### src/rtl/sha3_digest_serializer_pkg.sv
`default_nettype none
// ============================================================================
// Module      : sha3_pkg
// Description : Shared types and digest-size constants for the SHA3 digest
//               serializer.
// Revision    : 1.0
// ============================================================================
package sha3_pkg;

    typedef logic [63:0] lane_t;
    typedef logic [31:0] word_t;

    localparam int SHA3_224_WORDS = 7;
    localparam int SHA3_256_WORDS = 8;
    localparam int SHA3_384_WORDS = 12;
    localparam int SHA3_512_WORDS = 16;

    // Two rows of five 64-bit lanes bound the longest digest.
    localparam int c_MAX_WORDS = 20;

    typedef enum logic [0:0] {
        IDLE = 1'b0,
        SEND = 1'b1
    } state_t;

endpackage
`default_nettype wire

### src/rtl/sha3_digest_serializer.sv
`default_nettype none
// ============================================================================
// Module      : sha3_digest_serializer
// Description : Captures the digest lanes of the final Keccak state on a
//               sample strobe and streams them as 32-bit words (valid/ready).
// Revision    : 1.0
// ============================================================================
module sha3_digest_serializer
    import sha3_pkg::*;
#(
    parameter int OUT_WORDS = SHA3_256_WORDS
) (
    input  logic        clk,
    input  logic        rst,
    input  lane_t       isa [5],
    input  lane_t       isb [5],
    input  lane_t       isc [5],
    input  lane_t       isd [5],
    input  lane_t       ise [5],
    input  logic        sample,
    output logic        iready,
    output word_t       odata,
    output logic        ovalid,
    output logic        olast,
    input  logic        oready,
    output logic        odropped,
    output logic [15:0] ocount
);

    localparam int                 c_IDX_W    = (OUT_WORDS > 1) ? $clog2(OUT_WORDS) : 1;
    localparam logic [c_IDX_W-1:0] c_LAST_IDX = c_IDX_W'(OUT_WORDS - 1);
    localparam logic               c_SINGLE   = (OUT_WORDS == 1);

    if (OUT_WORDS < 1 || OUT_WORDS > c_MAX_WORDS) begin : g_bad_out_words
        $error("sha3_digest_serializer: OUT_WORDS must be in 1..20");
    end

    state_t             r_state;
    logic [c_IDX_W-1:0] r_idx;
    word_t              r_data;
    logic               r_valid;
    logic               r_last;
    logic               r_dropped;
    logic [15:0]        r_count;
    word_t              r_words [OUT_WORDS];

    word_t              w_words [OUT_WORDS];
    word_t              w_next_data;
    logic [c_IDX_W-1:0] w_next_idx;
    logic               w_iready;
    logic               w_load;
    logic               w_unused;

    // Word k is the low (k even) or high (k odd) half of lane k/2.
    for (genvar k = 0; k < OUT_WORDS; k++) begin : g_word
        if (k / 2 < 5) begin : g_row_a
            assign w_words[k] = isa[k/2][32*(k%2) +: 32];
        end else begin : g_row_b
            assign w_words[k] = isb[k/2-5][32*(k%2) +: 32];
        end
    end

    // Rows c..e and the undigested lanes are present only for port parity.
    always_comb begin
        w_unused = 1'b0;
        for (int i = 0; i < 5; i++) begin
            w_unused = w_unused ^ (^isa[i]) ^ (^isb[i]) ^ (^isc[i]) ^ (^isd[i]) ^ (^ise[i]);
        end
    end

    assign w_iready   = (r_state == IDLE) || ((r_state == SEND) && r_last && oready);
    assign w_load     = sample && w_iready;
    assign w_next_idx = r_idx + 1'b1;

    always_comb begin
        w_next_data = '0;
        for (int i = 0; i < OUT_WORDS; i++) begin
            if (w_next_idx == c_IDX_W'(i)) begin
                w_next_data = r_words[i];
            end
        end
    end

    always_ff @(posedge clk) begin
        if (w_load && !rst) begin
            r_words <= w_words;
        end
    end

    always_ff @(posedge clk) begin
        if (rst) begin
            r_state   <= IDLE;
            r_idx     <= '0;
            r_data    <= '0;
            r_valid   <= 1'b0;
            r_last    <= 1'b0;
            r_dropped <= 1'b0;
            r_count   <= '0;
        end else begin
            r_dropped <= sample && !w_iready;

            case (r_state)
                IDLE: ;
                SEND: begin
                    if (oready) begin
                        if (r_last) begin
                            r_count <= r_count + 16'd1;
                            r_state <= IDLE;
                            r_valid <= 1'b0;
                            r_last  <= 1'b0;
                        end else begin
                            r_idx  <= w_next_idx;
                            r_data <= w_next_data;
                            r_last <= (w_next_idx == c_LAST_IDX);
                        end
                    end
                end
                default: r_state <= IDLE;
            endcase

            // A capture overrides the IDLE return so back-to-back digests have no bubble.
            if (w_load) begin
                r_state <= SEND;
                r_idx   <= '0;
                r_data  <= w_words[0];
                r_valid <= 1'b1;
                r_last  <= c_SINGLE;
            end
        end
    end

    assign iready   = w_iready;
    assign odata    = r_data;
    assign ovalid   = r_valid;
    assign olast    = r_last;
    assign odropped = r_dropped;
    assign ocount   = r_count;

endmodule
`default_nettype wire

### config.mk
export PLATFORM = sky130hd
export DESIGN_NAME = sha3_digest_serializer
export DESIGN_NICKNAME = d
export VERILOG_FILES = /design/src/rtl/sha3_digest_serializer_pkg.sv /design/src/rtl/sha3_digest_serializer.sv
export SDC_FILE = /design/constraint.sdc
export NUM_CORES = 1
export LEC_CHECK = 0
export ABC_CLOCK_PERIOD_IN_PS = 12400
export BUFFER_PORTS_ARGS = -buffer_cell sky130_fd_sc_hd__buf_2
export CAP_MARGIN = 20
export CORE_AREA = 3 3 648 650
export DETAILED_ROUTE_END_ITERATION = 6
export DIE_AREA = 0 0 651 653
export REMOVE_ABC_BUFFERS = 1
export SLEW_MARGIN = 10
export SYNTH_ARGS = -nofsm -noshare
export SYNTH_HDL_FRONTEND = slang
export SYNTH_SLANG_ARGS = --single-unit
### constraint.sdc
create_clock -name clk -period 12.4 [get_ports clk]
set_input_delay 1.86 -clock clk [delete_from_list [all_inputs] [get_ports clk]]
set_output_delay 1.86 -clock clk [all_outputs]
set_load 0.005 [all_outputs]
==> impl_metrics.py <==
metrics = {
    "yosys": {
        "synth-simple-area-share": 0.06824,
        "synth_xor_xnor_area_share": 0.01151,
        "synth_top_area_share": 0.6372,
        "ys.flop_type": "edfxtp_1",
        "synth_top_area_cell": "edfxtp_1",
        "synthTopCellsByArea": "edfxtp_1 (64%), dfxtp_1 (9.1%), a211oi_1 (3.9%), a22o_1 (2.3%), o221ai_1 (2.3%)",
        "syn_avg_cell_area_um2": 14.36,
        "synthDistinctLibCells": 36,
        "seq_area_frac_synth": 0.7285,
        "ys_ff_latch": 311,
        "synthCells": 840,
        "syn-cell-area_um2": 12060,
        "async_flop_share": 0,
        "synth_compound_area_frac": 0.1617,
        "synth_edf_count": 256,
        "synth_warnings": 0,
        "synthAdderAreaFrac": 0.006223,
        "synth_top_family_by_area": "compound AO/OA/AOI/OAI gates",
        "synth_mux_area_frac": 0.0008297,
    },
    "power": {
        "swShare": 0.2603,
        "p_sw_mw": 0.6467,
        "pwr_density_cell_nw_per_um2": 114.0,
        "clock_power_share": 0.436,
        "p_seq_frac": 0.481,
        "p_int_mw": 1.838,
        "power_frac_comb": 0.084,
        "p_total_mw": 2.484,
        "vdd_drop_max_uv": 99.27,
        "p_leak_nw": 5.672,
    },
    "cells_and_area": {
        "stdcell_area_um2": 21790,
        "final_nets": 2762,
        "stdcell_count": 6669,
        "fillers": 48530,
        "final_util": 0.05268,
        "area_delta_synth_final_pct": 80.66,
        "multi_input_area_um2": 3143,
        "seqCellArea_um2": 8788,
        "drive_gt1_frac": 0.3528,
    },
    "status": {
        "status": "finished clean",
    },
    "clock_tree": {
        "clockBufferDepth": 3,
        "clock_sinks": 311,
        "cts-resized-gates": 0,
        "cts-root-buf": "clkbuf_16",
        "cts_tree": "yes",
        "post-cts-setup-buffers": 0,
        "worstSkewPairLatency_ns": 0.63,
        "cts_htree_levels": 2,
        "hold_buffers": 0,
        "numCtsBuffers": 35,
        "clk_pin_slew_ns": 0.06,
    },
    "floorplanning": {
        "start_util": 0.02916,
        "ioPinCount": 1656,
        "coreArea_um2": 413700,
        "die_h_um": 653,
        "die_w_um": 651,
        "die_area_um2": 425100,
        "num_rows": 236,
    },
    "detailed_routing": {
        "ant_nets": 0,
        "wire_per_inst_um": 10.41,
        "vias": 8842,
        "routed_wl_um": 69400,
        "vias_per_cell": 1.326,
        "drtIter0Drc": 709,
        "first_pass_iters": 6,
        "drc_errors": 0,
    },
    "critical_path": {
        "cpMostUsedCell": "buf_2",
        "cpMaxStageDelayCell": "and2_1",
        "critPathBufInv": 3,
        "path_class": "in2out",
        "r2r_start": "r_idx[0]",
        "cp.required_ns": 10.54,
        "path_cells": "buf_2, nand2_1, and2_1, inv_1, buf_2",
        "crit_fanout": 5,
        "timing.critical_path.from_type": "input pin",
        "reg2reg_depth": 8,
        "regToRegSetupSlack_ns": 8.51,
        "cp-end-kind": "output port",
        "cp.arrival_ns": 2.56,
        "max_stage_delay_ns": 0.21,
        "crit_start": "oready",
        "critical_path_depth": 5,
        "cp_top_family": "buffers and inverters",
    },
    "sta": {
        "hold_viol": 0,
        "setup_viol": 0,
        "fin_crit_sh": 0.3561,
        "worstMarginPinSlew_ns": 1.031,
        "setup_ws_ns": 7.985,
        "layout_min_cycle_time_ns": 4.415,
        "max-slew-margin-rel": 0.3128,
        "fin_skew_ns": 0.05049,
        "fmax_mhz": 226.5,
        "fin_tns_setup_ns": 0,
        "rsz0062_at_grt": "false",
        "drv_slew": 0,
        "hold_slack_ns": 0.4747,
    },
    "global_routing": {
        "grt_pass1_wl_um": 86200,
        "grt_pass1_vias": 8871,
        "antenna_found_initial": 22,
        "grt-ovfl-total": 0,
        "grt_usage": 0.03172,
        "grt_max_degree": 143,
    },
    "place": {
        "gp_congestion": 0.7363,
        "hpwl_um": 54640,
        "place.port_buffers": 311,
        "place_area_um2": 20590,
        "dpl_worst_slack_ns": 7.425,
        "dp.cells": 6589,
    },
    "min_path": {
        "hold_class": "reg2reg",
        "min_path_cells": 2,
        "hp-start": "odata[4]",
    },
    "run": {
        "drv_cap": 0,
    },
}
-- synthesized netlist by cell type (31+ instances only) --
library cell and n:
a211oi_1 63, a21oi_1 40, a22o_1 31, a22oi_1 32, clkbuf_1 56, dfxtp_1 55
edfxtp_1 256, nand2_1 47, nand3b_1 33, nor2_1 54, o221ai_1 31, o22ai_1 32
o31ai_1 31
-- cells by family (layout without fill, tap and decap cells) --
kind of cell / Yosys count / after routing
muxes: 1 / 1
adders and majority gates: 6 / 6
xor gates and xnor gates: 15 / 15
and+or+nand+nor: 165 / 165
AOI/OAI and AO/OA: 270 / 270
buffers and inverters: 72 / 411
other: 0 / 16
DFF: 311 / 311
-- worst reg2reg max path: stages (launching register included) --
cell and delay, ns:
dfxtp_1 0.50, ha_1 0.36, xnor2_4 0.14, buf_4 0.37, buf_4 0.57, nand2b_2 0.57, buf_4 0.43, a211oi_2 0.73
o31ai_1 0.12
-- per-layer routing --
metal	vias to the layer above	global-route usage	wire length, um
met5	-	0	0
met4	0	0.01447	2220
met3	75	0.006395	3610
met2	335	0.06432	40970
met1	4432	0.03003	22600
li1	4000	-	-
-- state kept, by name, indices dropped and copies added (netlist names) --
signal / flops
ovalid: 1
r_words: 256
odata: 32
olast: 1
r_state: 1
ocount: 16
r_idx: 3
odropped: 1
-- power groups by stage --
stage          Sequential (mW)  Combinational [mW]  Clock, mW
5_1_grt                   1.20               0.229       1.17
3_3_place_gp              1.21               0.221          0
3_5_place_dp              1.22               0.221          0
4_1_cts                   1.19               0.222       1.14
2_1_floorplan             1.23              0.0634          0
6_report                  1.19               0.208       1.08
-- layout make-up --
cell class / instances / share of cell area
antenna: 16 / 0.001837
clock buffer: 48 / 0.04334
clock inverter: 16 / 0.009874
inverter: 6 / 0.001033
multi-input combinational: 457 / 0.1442
sequential: 311 / 0.4032
tap: 5474 / 0.3143
timing repair buffer: 341 / 0.08221
-- final timing paths --
kind              endpoint
setup / recovery    iready
setup reg to reg  odata[1]
hold / removal    odata[4]
hold reg to reg   odata[4]
-- cell usage in the layout, fill, tap and decap left out, drive strengths merged, types with 31 or more instances in the layout --
cell and n:
buf 341, a21oi 40, o221ai 31, a211oi 63
o31ai 31, a22o 31, o22ai 32, nand3b 33
dfxtp 55, edfxtp 256, clkbuf 48, a22oi 32
nor2 54, nand2 47
Note: power is estimated with default switching activity, not from simulation.
